[src/rtl/pipeline_regs.sv]
// Shared ID/EX and EX/MEM pipeline register layouts, ALU op codes and EX-stage FSM states.
// Pure type/constant package; no logic, no latency, no flow control.
package pipeline_regs;

    typedef enum logic [4:0] {
        ALU_ADD, ALU_SUB, ALU_SLL, ALU_SLT, ALU_SLTU, ALU_XOR, ALU_SRL, ALU_SRA,
        ALU_OR, ALU_AND, ALU_LUI, ALU_AUIPC, ALU_JAL, ALU_JALR,
        ALU_BEQ, ALU_BNE, ALU_BLT, ALU_BGE, ALU_BLTU, ALU_BGEU,
        ALU_MUL, ALU_MULH, ALU_MULHSU, ALU_MULHU,
        ALU_DIV, ALU_DIVU, ALU_REM, ALU_REMU
    } alu_op_t;

    typedef enum logic [1:0] {
        EX_IDLE,
        EX_DIV,
        EX_DONE
    } ex_state_t;

    localparam logic [31:0] DIV_BY_ZERO_Q = 32'hFFFF_FFFF;

    typedef struct packed {
        logic        valid;
        logic [31:0] pc;
        logic [31:0] rs1_data;
        logic [31:0] rs2_data;
        logic [31:0] imm;
        logic [4:0]  rd;
        alu_op_t     alu_op;
        logic        alu_src;      // operand_b = imm instead of rs2_data
        logic        reg_write;
        logic        mem_read;
        logic        mem_write;
        logic [1:0]  mem_width;
        logic        mem_unsigned;
        logic        mem_to_reg;
    } id_ex_reg_t;

    typedef struct packed {
        logic        valid;
        logic [31:0] alu_result;
        logic [31:0] rs2_data;
        logic [4:0]  rd;
        logic        reg_write;
        logic        mem_read;
        logic        mem_write;
        logic [1:0]  mem_width;
        logic        mem_unsigned;
        logic        mem_to_reg;
    } ex_mem_reg_t;

    function automatic logic is_div_op(input alu_op_t op);
        return op inside {ALU_DIV, ALU_DIVU, ALU_REM, ALU_REMU};
    endfunction

endpackage

[src/rtl/ex_divider.sv]
// Iterative radix-2 unsigned divider: one quotient bit per cycle, DIV_ITER cycles after start.
// done pulses combinationally on the last iteration with final quotient/remainder; kill aborts.
module ex_divider #(
    parameter int DIV_ITER = 32
) (
    input  logic        clk,
    input  logic        rst,
    input  logic        start,
    input  logic [31:0] dividend,
    input  logic [31:0] divisor,
    input  logic        kill,
    output logic        done,
    output logic [31:0] quotient,
    output logic [31:0] remainder
);

    logic [31:0] rem_q;
    logic [31:0] quo_q;
    logic [31:0] dvs_q;
    logic [5:0]  cnt_q;
    logic        run_q;
    logic [32:0] rem_sh;
    logic [32:0] diff;
    logic        ge;

    // quotient/remainder show the result of the step taken this cycle
    always_comb begin
        rem_sh    = {rem_q, quo_q[31]};
        diff      = rem_sh - {1'b0, dvs_q};
        ge        = ~diff[32];
        remainder = ge ? diff[31:0] : rem_sh[31:0];
        quotient  = {quo_q[30:0], ge};
        done      = run_q && (cnt_q == 6'(DIV_ITER - 1));
    end

    always_ff @(posedge clk) begin
        if (rst || kill) begin
            run_q <= 1'b0;
            cnt_q <= '0;
        end else if (start) begin
            run_q <= 1'b1;
            cnt_q <= '0;
            rem_q <= '0;
            quo_q <= dividend;
            dvs_q <= divisor;
        end else if (run_q) begin
            rem_q <= remainder;
            quo_q <= quotient;
            cnt_q <= cnt_q + 6'd1;
            if (done) begin
                run_q <= 1'b0;
            end
        end
    end

endmodule

[src/rtl/ex_stage.sv]
// RV32IM execute stage (ALU/branch/MUL combinational; DIV/REM iterative when EX_DIV_EN is defined).
// Zero latency except divides (33 cycles, 1 for special cases) held via ex_busy; stall extends EX_DONE.
module ex_stage
    import pipeline_regs::*;
#(
    parameter int DIV_ITER = 32
) (
    input  logic        clk,
    input  logic        rst,
    input  logic        stall,
    input  logic        flush,
    input  id_ex_reg_t  id_ex_reg,
    output ex_mem_reg_t ex_mem_next,
    output logic        ex_busy,
    output logic        branch_taken,
    output logic [31:0] branch_target
);

    logic [31:0]        op_a;
    logic [31:0]        op_b;
    logic [31:0]        alu_res;
    logic [31:0]        target;
    logic [32:0]        mul_a;
    logic [32:0]        mul_b;
    logic signed [65:0] mul_p;
    logic               br_cond;
    logic               is_div;
    ex_mem_reg_t        alu_next;
    ex_mem_reg_t        nxt;
    logic               busy_s;
    logic               taken_s;

    always_comb begin
        op_a    = id_ex_reg.rs1_data;
        op_b    = id_ex_reg.alu_src ? id_ex_reg.imm : id_ex_reg.rs2_data;
        is_div  = is_div_op(id_ex_reg.alu_op);
        mul_a   = {(id_ex_reg.alu_op inside {ALU_MULH, ALU_MULHSU}) & op_a[31], op_a};
        mul_b   = {(id_ex_reg.alu_op == ALU_MULH) & op_b[31], op_b};
        mul_p   = $signed(mul_a) * $signed(mul_b);
        alu_res = '0;
        br_cond = 1'b0;
        case (id_ex_reg.alu_op)
            ALU_ADD:    alu_res = op_a + op_b;
            ALU_SUB:    alu_res = op_a - op_b;
            ALU_SLL:    alu_res = op_a << op_b[4:0];
            ALU_SLT:    alu_res = {31'b0, $signed(op_a) < $signed(op_b)};
            ALU_SLTU:   alu_res = {31'b0, op_a < op_b};
            ALU_XOR:    alu_res = op_a ^ op_b;
            ALU_SRL:    alu_res = op_a >> op_b[4:0];
            ALU_SRA:    alu_res = $unsigned($signed(op_a) >>> op_b[4:0]);
            ALU_OR:     alu_res = op_a | op_b;
            ALU_AND:    alu_res = op_a & op_b;
            ALU_LUI:    alu_res = id_ex_reg.imm;
            ALU_AUIPC:  alu_res = id_ex_reg.pc + id_ex_reg.imm;
            ALU_JAL, ALU_JALR: begin
                alu_res = id_ex_reg.pc + 32'd4;
                br_cond = 1'b1;
            end
            ALU_BEQ:    br_cond = id_ex_reg.rs1_data == id_ex_reg.rs2_data;
            ALU_BNE:    br_cond = id_ex_reg.rs1_data != id_ex_reg.rs2_data;
            ALU_BLT:    br_cond = $signed(id_ex_reg.rs1_data) <  $signed(id_ex_reg.rs2_data);
            ALU_BGE:    br_cond = $signed(id_ex_reg.rs1_data) >= $signed(id_ex_reg.rs2_data);
            ALU_BLTU:   br_cond = id_ex_reg.rs1_data <  id_ex_reg.rs2_data;
            ALU_BGEU:   br_cond = id_ex_reg.rs1_data >= id_ex_reg.rs2_data;
            ALU_MUL:    alu_res = mul_p[31:0];
            ALU_MULH, ALU_MULHSU, ALU_MULHU: alu_res = mul_p[63:32];
            default:    alu_res = '0;
        endcase
        target = (id_ex_reg.alu_op == ALU_JALR)
               ? ((id_ex_reg.rs1_data + id_ex_reg.imm) & 32'hFFFF_FFFE)
               : (id_ex_reg.pc + id_ex_reg.imm);

        alu_next.valid        = id_ex_reg.valid & ~flush;
        alu_next.alu_result   = alu_res;
        alu_next.rs2_data     = id_ex_reg.rs2_data;
        alu_next.rd           = id_ex_reg.rd;
        alu_next.reg_write    = id_ex_reg.reg_write;
        alu_next.mem_read     = id_ex_reg.mem_read;
        alu_next.mem_write    = id_ex_reg.mem_write;
        alu_next.mem_width    = id_ex_reg.mem_width;
        alu_next.mem_unsigned = id_ex_reg.mem_unsigned;
        alu_next.mem_to_reg   = id_ex_reg.mem_to_reg;
    end

`ifdef EX_DIV_EN
    ex_state_t   state_q, state_d;
    ex_mem_reg_t hold_q, hold_d;
    logic        neg_q_q, neg_q_d;
    logic        neg_r_q, neg_r_d;
    logic        is_rem_q, is_rem_d;
    logic        div_signed;
    logic        div_rem_op;
    logic        div_special;
    logic [31:0] special_res;
    logic [31:0] a_abs;
    logic [31:0] b_abs;
    logic        div_start;
    logic        div_done;
    logic [31:0] div_quo;
    logic [31:0] div_rem;
    logic [31:0] q_signed;
    logic [31:0] r_signed;

    always_comb begin
        div_signed = id_ex_reg.alu_op inside {ALU_DIV, ALU_REM};
        div_rem_op = id_ex_reg.alu_op inside {ALU_REM, ALU_REMU};
        a_abs = (div_signed & id_ex_reg.rs1_data[31]) ? -id_ex_reg.rs1_data : id_ex_reg.rs1_data;
        b_abs = (div_signed & id_ex_reg.rs2_data[31]) ? -id_ex_reg.rs2_data : id_ex_reg.rs2_data;
        div_special = 1'b0;
        special_res = '0;
        if (id_ex_reg.rs2_data == 32'd0) begin
            div_special = 1'b1;
            special_res = div_rem_op ? id_ex_reg.rs1_data : DIV_BY_ZERO_Q;
        end else if (div_signed && id_ex_reg.rs1_data == 32'h8000_0000
                     && id_ex_reg.rs2_data == 32'hFFFF_FFFF) begin
            div_special = 1'b1;
            special_res = div_rem_op ? 32'd0 : 32'h8000_0000;
        end
        q_signed = neg_q_q ? -div_quo : div_quo;
        r_signed = neg_r_q ? -div_rem : div_rem;
    end

    always_comb begin
        state_d   = state_q;
        hold_d    = hold_q;
        neg_q_d   = neg_q_q;
        neg_r_d   = neg_r_q;
        is_rem_d  = is_rem_q;
        div_start = 1'b0;
        nxt       = alu_next;
        busy_s    = 1'b0;
        taken_s   = 1'b0;
        case (state_q)
            EX_IDLE: begin
                taken_s = br_cond & id_ex_reg.valid & ~flush;
                if (is_div && id_ex_reg.valid && !flush) begin
                    busy_s            = 1'b1;
                    nxt.valid         = 1'b0;
                    hold_d            = alu_next;
                    hold_d.valid      = 1'b1;
                    hold_d.alu_result = special_res;
                    neg_q_d  = div_signed & (id_ex_reg.rs1_data[31] ^ id_ex_reg.rs2_data[31]);
                    neg_r_d  = div_signed & id_ex_reg.rs1_data[31];
                    is_rem_d = div_rem_op;
                    if (div_special) begin
                        state_d = EX_DONE;
                    end else begin
                        div_start = 1'b1;
                        state_d   = EX_DIV;
                    end
                end
            end
            EX_DIV: begin
                busy_s    = 1'b1;
                nxt       = hold_q;
                nxt.valid = 1'b0;
                if (div_done) begin
                    hold_d.alu_result = is_rem_q ? r_signed : q_signed;
                    state_d           = EX_DONE;
                end
            end
            EX_DONE: begin
                nxt = hold_q;
                if (!stall) begin
                    state_d = EX_IDLE;
                end
            end
            default: state_d = EX_IDLE;
        endcase
        // flush wins over every state; the divider is killed alongside
        if (flush) begin
            state_d   = EX_IDLE;
            busy_s    = 1'b0;
            nxt.valid = 1'b0;
        end
    end

    always_ff @(posedge clk) begin
        if (rst) begin
            state_q  <= EX_IDLE;
            hold_q   <= '0;
            neg_q_q  <= 1'b0;
            neg_r_q  <= 1'b0;
            is_rem_q <= 1'b0;
        end else begin
            state_q  <= state_d;
            hold_q   <= hold_d;
            neg_q_q  <= neg_q_d;
            neg_r_q  <= neg_r_d;
            is_rem_q <= is_rem_d;
        end
    end

    ex_divider #(
        .DIV_ITER (DIV_ITER)
    ) u_div (
        .clk       (clk),
        .rst       (rst),
        .start     (div_start),
        .dividend  (a_abs),
        .divisor   (b_abs),
        .kill      (flush),
        .done      (div_done),
        .quotient  (div_quo),
        .remainder (div_rem)
    );
`else
    // Divide ops fall through the ALU with a zero result and keep reg_write intact.
    logic unused_cfg;
    assign unused_cfg = ^{clk, stall, is_div, 6'(DIV_ITER)};

    always_comb begin
        nxt     = alu_next;
        busy_s  = 1'b0;
        taken_s = br_cond & id_ex_reg.valid & ~flush;
    end
`endif

    assign ex_mem_next   = rst ? '0 : nxt;
    assign ex_busy       = rst ? 1'b0 : busy_s;
    assign branch_taken  = rst ? 1'b0 : taken_s;
    assign branch_target = rst ? 32'd0 : target;

endmodule

[config.mk]
export PLATFORM = sky130hd
export DESIGN_NAME = ex_stage
export DESIGN_NICKNAME = d
export VERILOG_FILES = /design/src/rtl/pipeline_regs.sv /design/src/rtl/ex_divider.sv /design/src/rtl/ex_stage.sv
export SDC_FILE = /design/constraint.sdc
export NUM_CORES = 2
export LEC_CHECK = 0
export CAP_MARGIN = 20
export CORE_ASPECT_RATIO = 0.6
export CORE_UTILIZATION = 43
export DETAILED_ROUTE_END_ITERATION = 8
export SYNTH_ARGS = -nofsm -noshare
export SYNTH_HDL_FRONTEND = slang
export SYNTH_SLANG_ARGS = --single-unit
[constraint.sdc]
create_clock -name vclk -period 19.8
set_clock_uncertainty 0.15 [all_clocks]
set_input_delay 3.96 -clock vclk [all_inputs]
set_output_delay 3.96 -clock vclk [all_outputs]
set_load 0.02 [all_outputs]
# Yosys cells after proc, flatten, opt, wreduce, memory -nomap -nowiden
# Cells that the tools add are included.
# totals
regBits,0
latch_bits,0
ramBits,0
romBits,0
out_inout_bits,111
mem_count,0
# op_classes
n_addsub,5
multipliers,1
div_mod_pow,0
n_lt_le_gt_ge,6
n_eq_ne,25
shift,3
n_mux,7
n_bitwise,9
n_reduce_logical,4
# ops
op,n
one-hot mux 32 bit (15 select lines),1
< comparator 32 bit,4
adder 32 bit,3
2-to-1 mux 32 bit,3
2-to-1 mux 77 bit,1
>= comparator 32 bit,2
multiplier 33 x 33 -> 64 bit,1
== test 5 x 4 -> 1 bit (second input constant),8
== test 5 bit (second input constant),8
adder 32 x 3 -> 32 bit (second input constant),1
AND 32 bit,1
== test 32 bit,1
inequality test 32 bit,1
bitwise OR 32 bit,1
<< shifter 32 x 5 -> 32 bit,1
right shift 32 x 5 -> 32 bit,1
>>> shifter 32 x 5 -> 32 bit,1
subtractor 32 bit,1
XOR 32 bit,1
== test 5 x 3 -> 1 bit (second input constant),4
== test 5 x 2 -> 1 bit (second input constant),2
one-hot mux 1 bit (7 select lines),1
AND 1 bit,5
== test 5 x 1 -> 1 bit (second input constant),1
6 further kinds,6

# Logic depth before layout (Yosys ltp)
# logic_depth
ltp_word,6
mapped_depth,36
depth_no_buf,30

# Least setup slack after synthesis
# OpenSTA, ideal clock, no wires.
# synth_timing
path_kind,in2out
from,in id_ex_reg[7] in the netlist's numbering
to,out ex_mem_next[68] in the netlist's numbering
arrival_ns,13.011
slack_ns,2.679
stages,35
path_cell_list,buf_6 mux2i_4 buf_4 buf_6 buf_2 buf_2 buf_2 nor2_1 nand2_1 inv_1 fa_1 inv_1 fa_1 inv_1 fa_1 inv_1 fa_1 inv_1 fa_1 fa_1 fa_1 inv_1 fa_1 inv_1 ha_1 a21o_1 a21o_1 a21o_1 nand3_1 nand2_1 a22o_1 o32ai_1 xnor2_1 nand2_1 a31oi_1
# synth_rtl
item,line,source
from (decl),ex_stage.sv:12,"input id_ex_reg_t id_ex_reg,"
to (decl),ex_stage.sv:13,"output ex_mem_reg_t ex_mem_next,"

==> flow_metrics.tcl <==
set metrics [dict create \
    crit_slowest_cell "fa_1" \
    crit_path_end_kind "output pin" \
    avgRoutedWirePerCell_um 30.9 \
    max_stage_delay_ns 0.90 \
    min-delay-start "id_ex_reg[17]" \
    hpwl_mm 213 \
    yosysTopAreaCell "fa_1" \
    ioPinCount 262 \
    utilization 0.477 \
    syn_to_final_growth_pct 9.36 \
    grt_pass1_wl_mm 364 \
    yosysMostFrequentCell "inv_1" \
    seq_cells 0 \
    min_period_over_period 0.968 \
    postCtsSetupRepairBufs 0 \
    rows 98 \
    slew_headroom 0.152 \
    grt_use_met3 0.165 \
    nClkBuffers 0 \
    finalHoldViolations 0 \
    grt_overflow 0 \
    dieWidth_um 452 \
    worst_pin_slew_ns 1.27 \
    core_region_area_um2 120000 \
    grt_start_max_net_pins 93 \
    min_period_ns 19.17 \
    initial_core_util 0.436 \
    cts_hold_buffers 0 \
    seq_area_frac_synth 0 \
    drive_above_1_share 0.0502 \
    min_to "ex_mem_next[11]" \
    synth_common_cells "inv_1 (1,314), fa_1 (1,129), nand2_1 (1,056)" \
    die_area_um2 123000 \
    nNetsFinal 8333 \
    gp_congestion 1.09 \
    top_usage_layer "met1" \
    viasPerCell 6.02 \
    cap_violations 0 \
    cp.arrival_ns 15.06 \
    port-buffer-count 259 \
    synth_top_area_frac 0.432 \
    max_freq_ghz 0.0522 \
    syn_avg_cell_area_um2 7.97 \
    hp-class "primary input to output pin" \
    drt-initial-drc-count 6895 \
    drt-total-wl_mm 255 \
    crit_path_max_fanout 15 \
    synth_cell_type_count 102 \
    startpoint_type "primary input" \
    post_cts_resize_count 0 \
    n_fill_cell 11888 \
    syn_inst 6558 \
    track_usage 0.414 \
    critPathKind "primary input to output pin" \
    syn_nets 8241 \
    synth_top_cells_by_area "fa_1 (43%), ha_1 (9.6%), inv_1 (9.4%)" \
    required_ns 15.69 \
    met2_usage 0.532 \
    num_vias 49691 \
    status "finished clean" \
    tns_ns 0 \
    antenna_found_initial 16 \
    syn_area_um2 52300 \
    seqCellArea_um2 0 \
    grtUsageMet1 0.631 \
    rsz0062_at_grt "false" \
    chipHeight_um 272 \
    setup_violations 0 \
    antenna_left 0 \
    first_pass_iters 6 \
    cp_common_cell "fa_1" \
    grt_pass1_vias 48601 \
    route.detailed.drc 0 \
    whs_path_depth 3 \
    multi_input_area_um2 46000 \
    slew_violations 0 \
    yosys_warnings 0 \
]
## worst max-delay path: cells and delay by family
kind / cells / cell delay [ns]
AO/OA/AOI/OAI: 6 / 1.76
adder cells (fa/ha/maj): 9 / 5.16
buffers and inverters: 6 / 1.93
AND/OR/NAND/NOR: 7 / 2.23
## cells by family after synthesis
family / Yosys count / share of synthesized area
buf+inv: 1705 / 0.124
simple gates: 2005 / 0.160
mux: 123 / 0.0266
fa+ha+maj: 1532 / 0.529
other cells: 1 / 0.0000718
xor+xnor: 155 / 0.0260
compound gates: 1037 / 0.134
## placed cells by master, fill, tap and decap left out, drive strengths merged, types with 38 or more instances in the layout
| cell | Yosys | layout |
|---|---|---|
| nand4 | 51 | 51 |
| xor2 | 50 | 50 |
| ha | 403 | 403 |
| a21o | 66 | 66 |
| nand3 | 81 | 81 |
| a211oi | 49 | 49 |
| mux2i | 101 | 101 |
| a21oi | 277 | 277 |
| nor3 | 73 | 73 |
| clkdlybuf4s50 | 0 | 237 |
| inv | 1333 | 1333 |
| nand2 | 1056 | 1056 |
| o211ai | 64 | 64 |
| a221oi | 38 | 38 |
| buf | 80 | 210 |
| fa | 1129 | 1129 |
| o21ai | 186 | 186 |
| a31oi | 47 | 47 |
| xnor2 | 105 | 105 |
| nor2 | 568 | 568 |
## per-layer routing
| metal | vias to the layer above | share of wire | wire, um |
|---|---|---|---|
| met3 | 390 | 0.15 | 39300 |
| met1 | 25202 | 0.45 | 114000 |
| met4 | 6 | 0.029 | 7420 |
| met5 | - | 0.00016 | 41 |
| met2 | 3273 | 0.37 | 94800 |
| li1 | 20820 | - | - |
## how the worst max path moves through the flow
stage                            endpoint     startpoint  cells past startpoint  slack, ns
final                     ex_mem_next[70]  id_ex_reg[12]                     28       0.63
after global placement    ex_mem_next[73]  id_ex_reg[12]                     27       0.89
after CTS                 ex_mem_next[68]  id_ex_reg[12]                     28       0.79
after global routing      ex_mem_next[73]  id_ex_reg[12]                     27       0.24
after floorplan           ex_mem_next[68]   id_ex_reg[7]                     35       2.68
after detailed placement  ex_mem_next[68]  id_ex_reg[12]                     28       0.82
## layout make-up
cell class / instances / share of cell area
tap: 1600 / 0.0350
multi-input combinational: 4853 / 0.805
timing repair buffer: 447 / 0.0710
antenna: 6 / 0.000263
inverter: 1348 / 0.0886
## metrics by stage
stage / setup slack (ns) / hold WS [ns] / std cells / instance area, um2
after CTS: 0.794 / 8.81 / 8244 / 57100
after detailed placement: 0.823 / 8.80 / 8244 / 57100
after floorplan: 2.68 / 7.86 / 6558 / 52300
after global routing: 0.240 / 8.82 / 8249 / 57100
final: 0.632 / 8.80 / 8254 / 57200
after global placement: 0.894 / 8.81 / 8241 / 57000
